**src/rtl/exec_seq.sv**
```systemverilog
// Execution-phase state sequencer: one-hot P-D execution state, advance on got/mem_ok,
// kc/alarm/seq_err pulses. Optional memory-state timeout is enabled by EXEC_TIMEOUT_EN.
module exec_seq #(
    parameter int TIMEOUT_CYCLES = 255
) (
    input  logic clk_sys,
    input  logic clr,
    input  logic start,
    input  logic nef,
    input  logic abort,
    input  logic got,
    input  logic ewe,
    input  logic ewx,
    input  logic ewa,
    input  logic ewz,
    input  logic ew$,
    input  logic ewr,
    input  logic eww,
    input  logic ewm,
    input  logic ewp,
    input  logic ekc_1,
    input  logic ekc_2,
    input  logic mem_ok,
    input  logic mem_no,
    output logic pp,
    output logic we,
    output logic wx,
    output logic wa,
    output logic wz,
    output logic w$,
    output logic wr,
    output logic ww,
    output logic wm,
    output logic wp,
    output logic mem_req,
    output logic kc,
    output logic alarm,
    output logic seq_err
);

    localparam logic [9:0] ST_IDLE = 10'b00_0000_0000;
    localparam logic [9:0] ST_PP   = 10'b00_0000_0001;
    localparam logic [9:0] ST_WE   = 10'b00_0000_0010;
    localparam logic [9:0] ST_WX   = 10'b00_0000_0100;
    localparam logic [9:0] ST_WA   = 10'b00_0000_1000;
    localparam logic [9:0] ST_WZ   = 10'b00_0001_0000;
    localparam logic [9:0] ST_WS   = 10'b00_0010_0000;
    localparam logic [9:0] ST_WR   = 10'b00_0100_0000;
    localparam logic [9:0] ST_WW   = 10'b00_1000_0000;
    localparam logic [9:0] ST_WM   = 10'b01_0000_0000;
    localparam logic [9:0] ST_WP   = 10'b10_0000_0000;
    localparam logic [9:0] ST_MEM  = ST_WR | ST_WW | ST_WM;

    // True when two or more bits of the vector are set.
    function automatic logic multi_hot(input logic [9:0] v);
        multi_hot = ((v & (v - 10'd1)) != 10'd0);
    endfunction

    // Fixed-priority pick among enter-state requests (WP highest, W$ lowest).
    function automatic logic [9:0] pick_req(input logic [9:0] r);
        if (r[9])      pick_req = ST_WP;
        else if (r[6]) pick_req = ST_WR;
        else if (r[7]) pick_req = ST_WW;
        else if (r[8]) pick_req = ST_WM;
        else if (r[1]) pick_req = ST_WE;
        else if (r[2]) pick_req = ST_WX;
        else if (r[3]) pick_req = ST_WA;
        else if (r[4]) pick_req = ST_WZ;
        else if (r[5]) pick_req = ST_WS;
        else           pick_req = ST_IDLE;
    endfunction

    logic [9:0] state_r, state_s;
    logic       kc_r, kc_s, alarm_r, alarm_s, err_r, err_s;
    logic [9:0] req_s, adv_state_s;
    logic       ekc_s, mem_st_s, adv_kc_s, adv_err_s;

`ifdef EXEC_TIMEOUT_EN
    localparam logic [7:0] TO_LAST = 8'(TIMEOUT_CYCLES - 1);
    logic [7:0] cnt_r, cnt_s;
`endif

    assign req_s    = {ewp, ewm, eww, ewr, ew$, ewz, ewa, ewx, ewe, 1'b0};
    assign ekc_s    = ekc_1 | ekc_2;
    assign mem_st_s = ((state_r & ST_MEM) != 10'd0);

    // Resolve the destination of an advance from the sampled requests.
    always_comb begin
        adv_state_s = ST_IDLE;
        adv_kc_s    = 1'b0;
        adv_err_s   = multi_hot(req_s) | (ekc_s & (req_s != 10'd0));
        if (ekc_s) begin
            adv_kc_s = 1'b1;
        end else if (req_s != 10'd0) begin
            adv_state_s = pick_req(req_s);
        end else begin
            adv_err_s = 1'b1;
        end
    end

    // Next-state and pulse generation.
    always_comb begin
        state_s = state_r;
        kc_s    = 1'b0;
        alarm_s = 1'b0;
        err_s   = 1'b0;
`ifdef EXEC_TIMEOUT_EN
        cnt_s   = cnt_r;
`endif
        if (abort) begin
            state_s = ST_IDLE;
        end else if (state_r == ST_IDLE) begin
            if (start && !nef) begin
                state_s = ST_PP;
            end else begin
                kc_s = start & nef;
            end
        end else begin
            err_s = start;
            if ((mem_st_s && mem_no) ) begin
                state_s = ST_IDLE;
                alarm_s = 1'b1;
            end else if ((mem_st_s && mem_ok) || (!mem_st_s && got)) begin
                state_s = adv_state_s;
                kc_s    = adv_kc_s;
                err_s   = start | adv_err_s;
`ifdef EXEC_TIMEOUT_EN
                cnt_s   = 8'd0;
`endif
            end else begin
`ifdef EXEC_TIMEOUT_EN
                // Waiting memory state: exit with alarm the cycle the limit is reached.
                if (mem_st_s && (cnt_r >= TO_LAST)) begin
                    state_s = ST_IDLE;
                    alarm_s = 1'b1;
                end else if (mem_st_s && (cnt_r != 8'hFF)) begin
                    cnt_s = cnt_r + 8'd1;
                end else begin
                    cnt_s = cnt_r;
                end
`else
                state_s = state_r;
`endif
            end
        end
    end

    // State and pulse registers.
    always_ff @(posedge clk_sys or posedge clr) begin
        if (clr) begin
            state_r <= ST_IDLE;
            kc_r    <= 1'b0;
            alarm_r <= 1'b0;
            err_r   <= 1'b0;
        end else begin
            state_r <= state_s;
            kc_r    <= kc_s;
            alarm_r <= alarm_s;
            err_r   <= err_s;
        end
    end

`ifdef EXEC_TIMEOUT_EN
    // Memory-state wait counter.
    always_ff @(posedge clk_sys or posedge clr) begin
        if (clr) begin
            cnt_r <= 8'd0;
        end else begin
            cnt_r <= cnt_s;
        end
    end
`endif

    assign {wp, wm, ww, wr, w$, wz, wa, wx, we, pp} = state_r;
    assign mem_req = mem_st_s;
    assign kc      = kc_r;
    assign alarm   = alarm_r;
    assign seq_err = err_r;

endmodule

```
**config.mk**
```make
export PLATFORM = sky130hd
export DESIGN_NAME = exec_seq
export DESIGN_NICKNAME = d
export VERILOG_FILES = /design/src/rtl/exec_seq.sv
export SDC_FILE = /design/constraint.sdc
export NUM_CORES = 1
export LEC_CHECK = 0
export CAP_MARGIN = 25
export CORE_MARGIN = 10
export CORE_UTILIZATION = 42
export CTS_CLUSTER_DIAMETER = 60
export DETAILED_ROUTE_END_ITERATION = 8
export MAX_ROUTING_LAYER = met4
export PLACE_DENSITY = 0.78
export SLEW_MARGIN = 40
export SYNTH_ARGS = -nofsm -noshare
export SYNTH_HDL_FRONTEND = slang
export SYNTH_SLANG_ARGS = --single-unit
```
**constraint.sdc**
```tcl
create_clock -name clk_sys -period 2.2 [get_ports clk_sys]
set_input_delay 0.33 -clock clk_sys [delete_from_list [all_inputs] [get_ports clk_sys]]
set_output_delay 0.33 -clock clk_sys [all_outputs]
set_load 0.01 [all_outputs]
```
-- Word level (Yosys, flattened, before mapping)
Index checks and enable logic that the tools add are counted.
- input port bits: 19
- output and inout bits: 14
- logic and storage cells: 56
- register bits: 13
- multiplexer cells: 31
- bitwise operators: 6
- add/sub/neg operators: 1
- equality and inequality tests: 1
- reductions and logical operators: 13
- operators with widths (operator ; number):
    10-bit 2-to-1 mux ; 8
    6-bit 2-to-1 mux ; 5
    10-bit nonzero test ; 3
    9-bit 2-to-1 mux ; 3
    1-bit 2-to-1 mux ; 15
    10-bit bitwise AND ; 1
    10-bit zero test ; 1
    10-bit by 1-bit subtractor with 10-bit output, second input constant ; 1
    1-bit logical AND ; 4
    4-bit nonzero test ; 1
    3-bit by 2-bit != test with 1-bit output, second input constant ; 1
    1-bit bitwise OR ; 3
    1-bit bitwise AND ; 2
    1-bit zero test ; 2
    2-bit AND reduction ; 1
    1-bit logical OR ; 1

-- Depth between registers and ports, before layout
- depth in word-level cells: 15
- mapped depth: 6
- gate-level depth less buffers: 5

-- Least setup slack after synthesis
No wires, ideal clock.
- kind: flip-flop to flip-flop
- from: register state_r[9]
- to: register state_r[1]
- path slack: 420 ps
- data arrival time: 1654 ps
- setup time: 125 ps
- period minus slack after synthesis: 1780 ps
- buffers on the path: 1
- required time: 2075 ps
- stages on the path, launching flop included: 6
- path through: dfrtp_1 > or4_4 > o21ai_2 > a31oi_1 > buf_6 > mux2_4
- longest elaborated chain between the ends: 3
- elaborated cells between the ends (all ways): 6
- those cells by class: eq/ne: 1; mux: 2; reduce/logical: 3
- RTL lines (what ; line ; source):
    start: declaration ; 73 ; logic [9:0] state_r, state_s;
    start signal: assignment ; 156 ; state_r <= state_s;
    10-bit zero test * ; 112 ; end else if (state_r == ST_IDLE) begin
    3-bit by 2-bit != test with 1-bit output (no source line), or another cell as far along ; n/a ;
    2-bit AND reduction (no source line) / 10-bit 2-to-1 mux (equally long branches) ; n/a ;
Mark *: on every way between the ends. The rest lies on a longest branch, timed or not.
A chain may end at the register's enable or synchronous reset.

-- Worst setup path in the final report
- from: register state_r[9]
- to: register state_r[4]
The elaborated chain is that of the path after synthesis.

==> results.yml <==
timing:
  relSlewSlack: 0.6307
  rsz0062_at_grt: "false"
  worst_pin_slew_ns: 0.5522
  fin_crit_ns: 1.990
  finalCritPeriodShare: 0.9044
  clock_skew_ns: 0.007470
  fmax_mhz: 502.6
  hold_viol: 0
  setup_viol: 0
  slew_violations: 0
setup_path:
  worst_ep_required_time_ns: 2.41
  worstSetupEndpointType: "flip-flop"
  path_class: "flip-flop to flip-flop"
  cp_max_fo: 7
  start_kind: "flip-flop"
  cp.arrival_ns: 2.20
yosys:
  netlist_instances: 88
  yosys_warnings: 0
  yosysTopAreaCell: "dfrtp_1"
  syn_nets: 107
  synth_area_per_cell_um2: 9.569
  syn_area_um2: 842.1
  synth_edf_count: 0
  ys_seq_area_frac: 0.3863
  yosysMostFrequentCell: "dfrtp_1"
  ys_types: 29
  synthTopCellsByCount: "dfrtp_1 (13), inv_1 (8), nor3_1 (7)"
  ys.flop_type: "dfrtp_1"
  ys_ff_latch: 13
  synth_area_leaders: "dfrtp_1 (39%), mux2_4 (7.1%), mux2i_1 (5.9%), nor3_1 (4.2%), nand4_1 (3.7%)"
  async_reset_ff_frac: 1.000
  synth_top_cell_area_share: 0.3863
floorplan:
  die_height_um: 64.78
  core_area_mm2: 0.001942
  core.rowCount: 16
  fp.dieW_um: 64.78
  io_pins: 33
  start_util: 0.4336
  die_area_mm2: 0.004196
detailed_routing:
  antenna_left: 0
  drc: 0
  wl_per_cell_um: 15.15
  drt-total-wl_um: 2455
  drt-initial-drc-count: 23
  firstDrtPassIters: 4
  via_per_inst: 5.346
  vias: 866
cts:
  cts_htree_levels: 1
  clock_latency_ns: 0.29
  cts_tree: "yes"
  numCtsBuffers: 3
  cts_max_path_buffers: 2
  cts_setup_buffers: 0
  clock_sinks: 13
  cts_root_buffer: "clkbuf_4"
  clkTransAtPathRegs_ns: 0.08
  cts_hold_buf: 0
grt:
  antenna_found_initial: 0
  grt_max_degree: 14
  grt_pass1_wl_um: 4057
  gr-max-usage-layer: "met2"
  grt_use_total: 0.1229
  use_met1: 0.1430
  gr-total-overflow: 0
  grt_pass1_vias: 899
  use_met3: 0.01546
  grt_util_met2: 0.1983
power_and_ir_drop:
  p_per_area_mw_per_mm2: 421.4
  ir_drop_v: 0.0001894
  p_total_uw: 554.7
  power_leakage_nw: 0.5917
finish:
  stdcell_count: 162
  nets: 155
  area_growth_pct: 56.31
  antenna_cells: 0
  drive_above_1_share: 0.2148
placed_design:
  port-buffer-count: 32
  dp_hpwl_um: 2064
  dp.cells: 158
  gp_congestion: 0.9407
hold_path:
  hp-class: "input port to async pin"
flow_run:
  drv_cap: 0
run_status:
  status: "finished, final reports clean"
-- through the flow --
step / cell area, um2 / util / setup slack [ns] / hold slack, ns / setup TNS (ns)
2_1_floorplan: 842.1 / - / 0.4204 / 0.2070 / 0
3_3_place_gp: 1279 / 0.6585 / 0.008926 / 0.5312 / 0
3_5_place_dp: 1279 / 0.6585 / -0.1269 / 0.5416 / -0.5497
4_1_cts: 1311 / 0.6753 / 0.06656 / 0.3765 / 0
5_1_grt: 1316 / 0.6778 / 0.08867 / 0.4175 / 0
6_report: 1316 / 0.6778 / 0.2103 / 0.3596 / 0
-- area by class of cell --
class                           count  area (um2)
Tap cell                           27       33.78
Inverter                            9       33.78
Clock buffer                        4       26.28
Fill cell                         155       625.6
Sequential cell                    13       325.3
Multi-Input combinational cell     64       479.2
Timing Repair Buffer               45       417.9
-- cells by family (layout without fill, tap and decap cells) --
kind of cell           after synthesis  count (layout)  synth area share
multiplexers                        11              11            0.1575
AO/OA/AOI/OAI                       15              15            0.1293
AND/OR/NAND/NOR                     38              38            0.2689
buffers and inverters               11              58           0.05794
flip-flops                          13              13            0.3863
-- routing by layer --
metal  wire length (um)  vias up
met2               1176       27
met5                  0        -
met3                 84        9
li1                   -      428
met4                 49        0
met1               1145      402
-- where the power goes --
part	leakage, nW	switching (mW)	internal (mW)
Clock	0.0150	0.0804	0.0706
Combinational	0.398	0.0702	0.0844
Sequential	0.179	0.00387	0.245
-- layout by cell type (no fill, tap or decap) --
master            n
o211ai_1          2
nand4b_1          1
nor2_1            5
nor2b_1           2
buf_4            13
o21ai_2           1
mux2i_1           5
dfrtp_1          13
or4_4             1
clkdlybuf4s50_1  32
nor3_2            1
nor3_1            6
a21oi_1           5
mux2_2            2
a31oi_2           1
o21a_1            1
clkbuf_1          1
inv_2             1
o21ba_2           1
nor4_1            2
or4_1             2
a2111oi_0         2
nand2_1           2
nand4_1           5
mux2_4            4
and4b_1           2
a211oi_2          1
a31oi_1           1
and3_1            3
or3_1             4
inv_1             8
nand3_1           2
clkbuf_4          3
-- critical path, stage by stage, from the launching register on --
cell	delay, ns
dfrtp_1	0.39
nor4_1	0.39
nand4b_1	0.16
a31oi_2	0.52
buf_4	0.25
mux2i_1	0.20
-- final timing paths --
kind                                         from  depth (start not counted)                     end  slack, ns
hold / removal                                clr                          2  state_r[9]$_DFFE_PP0P_       0.36
setup / recovery           state_r[9]$_DFFE_PP0P_                          5  state_r[4]$_DFFE_PP0P_       0.21
setup reg to reg           state_r[9]$_DFFE_PP0P_                          5  state_r[4]$_DFFE_PP0P_       0.21
max in group asynchronous                     clr                          2  state_r[0]$_DFFE_PP0P_       1.50
hold reg to reg            state_r[8]$_DFFE_PP0P_                          2  state_r[8]$_DFFE_PP0P_       0.57
min in group clk_sys       state_r[8]$_DFFE_PP0P_                          2  state_r[8]$_DFFE_PP0P_       0.57
-- flip-flops by register name, summed over array words and instances (netlist names) --
name / flops
state_r: 10
alarm: 1
kc: 1
seq_err: 1
-- repair_timing --
action / in CTS / in global routing
endpoints found under the setup margin: 3 / 1
resized for setup: 1 / 1
endpoints found under the hold margin: 0 / 0
No activity file was read; power rests on OpenSTA's default activity.
